$ cat src/rtl/sc_bus_pkg.sv
// sc_bus_pkg: shared widths, FSM state and command/response payload types for sc_bus_master
package sc_bus_pkg;
    localparam int ADDR_W = 16;
    localparam int DATA_W = 32;

    typedef enum logic [1:0] {IDLE, ACCESS, RESP} state_t;

    typedef struct packed {
        logic              rw;
        logic [ADDR_W-1:0] addr;
        logic [DATA_W-1:0] wdata;
    } cmd_t;

    typedef struct packed {
        logic              rw;
        logic [DATA_W-1:0] rdata;
        logic              err;
    } rsp_t;
endpackage

$ cat src/rtl/sc_cmd_fifo.sv
// sc_cmd_fifo: power-of-two command FIFO; push/pop are gated internally by full/empty
module sc_cmd_fifo
    import sc_bus_pkg::*;
#(
    parameter int DEPTH = 4
) (
    input  logic clk,
    input  logic reset,
    input  logic push,
    input  cmd_t din,
    input  logic pop,
    output cmd_t dout,
    output logic full,
    output logic empty
);
    localparam int AW = $clog2(DEPTH);

    // extra pointer bit tells full from empty when the indices match
    logic [AW:0] wp, rp;
    cmd_t        mem [DEPTH];

    assign empty = wp == rp;
    assign full  = (wp[AW] != rp[AW]) && (wp[AW-1:0] == rp[AW-1:0]);
    assign dout  = mem[rp[AW-1:0]];

    always_ff @(posedge clk or posedge reset) begin
        if (reset) begin
            wp <= '0;
            rp <= '0;
        end else begin
            if (push && !full) wp <= wp + 1'b1;
            if (pop && !empty) rp <= rp + 1'b1;
        end
    end

    always_ff @(posedge clk) begin
        if (push && !full) mem[wp[AW-1:0]] <= din;
    end
endmodule

$ cat src/rtl/sc_bus_master.sv
// sc_bus_master: queues read/write commands and runs each as one timed target-port
// transaction, returning in-order responses
module sc_bus_master
    import sc_bus_pkg::*;
#(
    parameter int CMD_DEPTH = 4,
    parameter int TIMEOUT   = 16
) (
    input  logic              clk,
    input  logic              reset,
    input  logic              cmd_valid,
    output logic              cmd_ready,
    input  logic              cmd_rw,
    input  logic [ADDR_W-1:0] cmd_addr,
    input  logic [DATA_W-1:0] cmd_wdata,
    output logic              rsp_valid,
    input  logic              rsp_ready,
    output logic              rsp_rw,
    output logic [DATA_W-1:0] rsp_rdata,
    output logic              rsp_err,
    output logic              bus_cs,
    output logic              bus_rw,
    output logic [ADDR_W-1:0] bus_addr,
    output logic [DATA_W-1:0] bus_wdata,
    input  logic              bus_ready,
    input  logic [DATA_W-1:0] bus_rdata,
    output logic              busy
);
    localparam int          TW   = $clog2(TIMEOUT);
    localparam logic [TW-1:0] TMAX = TW'(TIMEOUT - 1);

    state_t        state, state_nx;
    cmd_t          cmd_in, head, op;
    rsp_t          rsp;
    logic          full, empty, pop;
    logic [TW-1:0] timer;

    assign cmd_in = '{rw: cmd_rw, addr: cmd_addr, wdata: cmd_wdata};

    sc_cmd_fifo #(.DEPTH(CMD_DEPTH)) u_fifo (
        .clk   (clk),
        .reset (reset),
        .push  (cmd_valid),
        .din   (cmd_in),
        .pop   (pop),
        .dout  (head),
        .full  (full),
        .empty (empty)
    );

    always_ff @(posedge clk or posedge reset) begin
        if (reset) state <= IDLE;
        else       state <= state_nx;
    end

    // bus_ready has priority over the timeout in the same cycle
    always_comb begin
        state_nx = (state == IDLE)   ? (empty ? IDLE : ACCESS) :
                   (state == ACCESS) ? ((bus_ready || timer == TMAX) ? RESP : ACCESS) :
                                       (rsp_ready ? IDLE : RESP);
    end

    always_comb begin
        pop       = (state == IDLE) && !empty;
        bus_cs    = state == ACCESS;
        rsp_valid = state == RESP;
    end

    always_ff @(posedge clk or posedge reset) begin
        if (reset) begin
            op    <= '0;
            rsp   <= '0;
            timer <= '0;
        end else if (pop) begin
            op    <= head;
            timer <= '0;
        end else if (state == ACCESS) begin
            timer <= timer + 1'b1;
            if (bus_ready)          rsp <= '{rw: op.rw, rdata: op.rw ? bus_rdata : '0, err: 1'b0};
            else if (timer == TMAX) rsp <= '{rw: op.rw, rdata: '0, err: 1'b1};
        end
    end

    assign cmd_ready = !full;
    assign bus_rw    = op.rw;
    assign bus_addr  = op.addr;
    assign bus_wdata = op.wdata;
    assign rsp_rw    = rsp.rw;
    assign rsp_rdata = rsp.rdata;
    assign rsp_err   = rsp.err;
    assign busy      = (state != IDLE) || !empty;
endmodule

$ cat config.mk
export PLATFORM = sky130hd
export DESIGN_NAME = sc_bus_master
export DESIGN_NICKNAME = d
export VERILOG_FILES = /design/src/rtl/sc_bus_pkg.sv /design/src/rtl/sc_cmd_fifo.sv /design/src/rtl/sc_bus_master.sv
export SDC_FILE = /design/constraint.sdc
export NUM_CORES = 1
export LEC_CHECK = 0
export CORE_ASPECT_RATIO = 1.25
export CORE_MARGIN = 8
export CORE_UTILIZATION = 35
export CTS_BUF_LIST = sky130_fd_sc_hd__clkbuf_2
export CTS_CLUSTER_SIZE = 16
export DETAILED_ROUTE_END_ITERATION = 10
export HOLD_SLACK_MARGIN = 0.15
export SYNTH_ARGS = -nofsm -noshare
export SYNTH_HDL_FRONTEND = slang
export SYNTH_SLANG_ARGS = --single-unit
export TNS_END_PERCENT = 20
$ cat constraint.sdc
create_clock -name clk -period 5.7 [get_ports clk]
set_clock_uncertainty 0.1 [all_clocks]
set_input_delay 0.855 -clock clk [delete_from_list [all_inputs] [get_ports clk]]
set_output_delay 0.855 -clock clk [all_outputs]
set_load 0.005 [all_outputs]
==> results.txt <==
----------------------------------------------------
[Run status]
  Run status ... finished, final reports clean

[GRT]
  Remaining Overflow, GRT ... 0
  Maximum number of pins on one net before global-route repair ... 58
  Vias in the first global route ... 6419
  Global router's overall resource usage ... 12.5%
  Number of antenna violations at the first check in global routing ... 1
  First-pass GRT wire length ... 36400 um

[Yosys]
  Top-area cell type share of the netlist area ... 53.4%
  Gate Count Post-Synth ... 507
  Share of the yosys chip area belonging to registers ... 75.0%
  Post-Synthesis Cell Area ... 11000 sq um
  Async SR Flop Fraction ... 32.6%
  EDFF count, synth ... 196
  Post-synthesis average cell area ... 21.7 sq um
  Most instantiated flip-flop cell in the synthesis netlist ... sky130_fd_sc_hd__edfxtp_1
  Library cell with the largest summed area after synthesis ... sky130_fd_sc_hd__edfxtp_1
  Ranking of synthesized cells by area ... sky130_fd_sc_hd__edfxtp_1, sky130_fd_sc_hd__dfrtp_1, sky130_fd_sc_hd__mux4_2
  Number of warnings issued by yosys ... 0
  Most frequent cell after synthesis ... sky130_fd_sc_hd__edfxtp_1
  Count of distinct cell types in the synthesized netlist ... 34
  Post-synthesis register bit count ... 291
  Post-synthesis net count ... 599
  Top cells by instance count after synthesis ... sky130_fd_sc_hd__edfxtp_1, sky130_fd_sc_hd__dfrtp_1, sky130_fd_sc_hd__mux2_4, sky130_fd_sc_hd__mux4_2, sky130_fd_sc_hd__a22o_1

[Job]
  Total of max-cap violations ... 0

[Clock network]
  Num CTS Buffers ... 68
  CTS Sinks ... 291
  CTS H-Tree Depth ... 3
  Clock-pin slew of the registers on the worst-case setup and hold paths ... 0.10 ns
  Number of buffers on the longest clock path ... 3
  Post-CTS Repair Setup Buffers ... 0
  Cell at the root of the clock tree ... sky130_fd_sc_hd__clkbuf_2
  Clock latency on the worst-skew pair ... 0.80 ns
  Number of gates given a new drive strength after cts ... 0
  CTS tree ... built
  Cts hold-fix bufs ... 0

[STA]
  Unrepaired setup endpoints after global routing ... no
  Minimum clock period after layout ... 4.01 ns
  Number of setup violations in the final report ... 0
  Share of the cycle needed by the critical path after routing ... 70.3%
  Fin. Hold Viols ... 0
  Headroom to the max-slew limit ... 24.6%
  Slew Limit Fails ... 0
  Total negative slack for setup checks ... 0 ns
  Transition time at the pin with the least slew margin ... 1.13 ns
  Fmax ... 0.250 GHz

[Route]
  Final wirelength ... 23500 um
  Count of vias placed by the detailed router ... 5609
  Violation count after the first detailed-routing iteration ... 215
  Number of iterations in the first detailed-routing pass ... 4
  Final ANT Viol Nets ... 0
  Vias per Instance ... 4.71
  Post-detailed-route DRC marker count ... 0
  Wirelength per Cell ... 19.7 um

[Layout]
  Total number of nets in the final design ... 822
  Finished Cell Area ... 13800 sq um
  Fraction of layout instances using a drive strength above 1 ... 28.6%
  Fill cells ... 2753
  Synth-to-layout area growth ... 24.9%

[Floorplanning]
  Top-level port count ... 173
  Placement Rows ... 72
  Initial core utilization ... 35.6%
  Area of the die ... 37500 sq um
  Die outline width ... 175 um
  Core region area ... 31000 sq um
  Die Y ... 214 um

[Pwr]
  Combinational share of power ... 36.3%
  Peak supply drop ... 0.280 mV
  Leakage power summed over all cells ... 5.13 nW
  Fraction of power consumed by the clock network ... 17.8%
  Total power per unit cell area ... 538 nW/um^2
  Design internal power ... 5.16 mW
  Power share of the sequential group ... 45.9%
  Switching Share ... 30.3%
  Total net switching power ... 2.24 mW

[Placement]
  Post-detailed-placement cell area ... 13100 sq um
  Final weighted congestion in routability-driven placement ... 0.857
  Total half-perimeter wirelength after legalization and detailed placement ... 15200 um
  Number of buffer cells added on primary ports ... 172

[Critical path]
  Kind of start point of the critical path ... flip-flop
  Arrival time at the worst endpoint ... 3.05 ns
  Critical Path Fanout Max ... 53
  Critical Path Sink Type ... primary output
  Worst endpoint required time ... 4.74 ns
  Critical setup path kind ... flip-flop to primary output

[Min path]
  Worst Hold Class ... flip-flop to flip-flop

----------------------------------------------------
[registers in the layout, summed over array words and instances (netlist names), 2 cells and up]
register    flops
bus_wdata      32
state           2
timer           4
u_fifo.rp       3
u_fifo.wp       3
rsp_rdata      32
bus_addr       16
u_fifo.mem    196
[power groups by stage]
stage	sequential [mW]	combinational, mW	clock [mW]
2_1_floorplan	3.27	1.87	0
3_3_place_gp	3.43	2.69	0
3_5_place_dp	3.46	2.74	0
4_1_cts	3.42	2.76	1.39
5_1_grt	3.50	2.88	1.49
6_report	3.40	2.69	1.32
[kinds of logic after synthesis]
| logic type | after synthesis | synth area share (%) |
|---|---|---|
| compound gates | 46 | 3.40 |
| xor+xnor | 10 | 0.863 |
| fa+ha+maj | 6 | 0.681 |
| buf+inv | 34 | 2.17 |
| flops | 291 | 75.0 |
| mux | 103 | 17.2 |
| simple gates | 17 | 0.761 |
[final cells by class]
| type | instances | area (sq um) | area share [%] |
|---|---|---|---|
| Clock inverter | 30 | 174 | 1.26 |
| Multi-Input combinational cell | 182 | 2540 | 18.5 |
| Antenna cell | 1 | 2.50 | 0.0182 |
| Clock buffer | 94 | 470 | 3.42 |
| Tap cell | 407 | 509 | 3.70 |
| Sequential cell | 291 | 8270 | 60.0 |
| Timing Repair Buffer | 179 | 1770 | 12.9 |
| Inverter | 8 | 32.5 | 0.236 |
[worst max-delay path, stage by stage, from the launching register on]
cell and delay, ns:
sky130_fd_sc_hd__dfrtp_4 1.14, sky130_fd_sc_hd__xnor2_1 0.36, sky130_fd_sc_hd__nand4_1 0.20, sky130_fd_sc_hd__clkdlybuf4s50_1 0.56
[metal layers]
metal | part of all wire, % | track usage (%) | up-vias
li1 | - | - | 2526
met1 | 40 | 14.1 | 2830
met2 | 51 | 21.5 | 215
met3 | 7.6 | 4.00 | 38
met4 | 1.8 | 5.01 | 0
met5 | 0 | 0 | -
[placed cells by master (no fill, tap or decap), types with 2 or more instances in the layout]
cell type and count:
sky130_fd_sc_hd__bufinv_16 2, sky130_fd_sc_hd__edfxtp_1 196, sky130_fd_sc_hd__clkinv_1 18, sky130_fd_sc_hd__a22o_1 32, sky130_fd_sc_hd__dfrtp_1 93, sky130_fd_sc_hd__clkdlybuf4s50_1 172
sky130_fd_sc_hd__o22ai_1 2, sky130_fd_sc_hd__mux2_4 49, sky130_fd_sc_hd__inv_2 3, sky130_fd_sc_hd__clkbuf_2 94, sky130_fd_sc_hd__xnor2_1 5, sky130_fd_sc_hd__xor2_1 4
sky130_fd_sc_hd__mux2_2 3, sky130_fd_sc_hd__o21ai_0 2, sky130_fd_sc_hd__mux2i_1 2, sky130_fd_sc_hd__a21oi_1 3, sky130_fd_sc_hd__nand2_1 3, sky130_fd_sc_hd__ha_1 6
sky130_fd_sc_hd__inv_1 7, sky130_fd_sc_hd__buf_4 7, sky130_fd_sc_hd__mux4_2 49, sky130_fd_sc_hd__nor2_1 5, sky130_fd_sc_hd__nand3_1 2, sky130_fd_sc_hd__and2_2 3
sky130_fd_sc_hd__clkinv_2 7
[path summary, 6_finish.rpt]
path | slack [ns] | startpoint | cells past startpoint | to
min reg2reg | 0.41 | rsp_rdata[5] | 1 | rsp_rdata[5]
min in group asynchronous | 0.44 | reset | 2 | rsp_rdata[27]
max | 1.69 | u_fifo.rp[0] | 3 | busy
min | 0.41 | rsp_rdata[5] | 1 | rsp_rdata[5]
max in group asynchronous | 3.99 | reset | 3 | u_fifo.rp[0]
max reg2reg | 2.31 | u_fifo.rp[0] | 4 | bus_wdata[0]
[metrics by stage]
stage / utilization [%] / worst slack, ns / instances / hold WS [ns] / total power [mW]
6_report: 44.4 / 1.69 / 1192 / 0.410 / 7.40
3_3_place_gp: 42.4 / 2.30 / 1067 / 0.387 / 6.11
5_1_grt: 44.4 / 1.30 / 1192 / 0.415 / 7.86
3_5_place_dp: 42.4 / 2.25 / 1067 / 0.391 / 6.21
2_1_floorplan: - / 1.64 / 507 / 0.367 / 5.14
4_1_cts: 44.4 / 1.44 / 1191 / 0.319 / 7.57
Note: power is estimated with default switching activity, not from simulation.
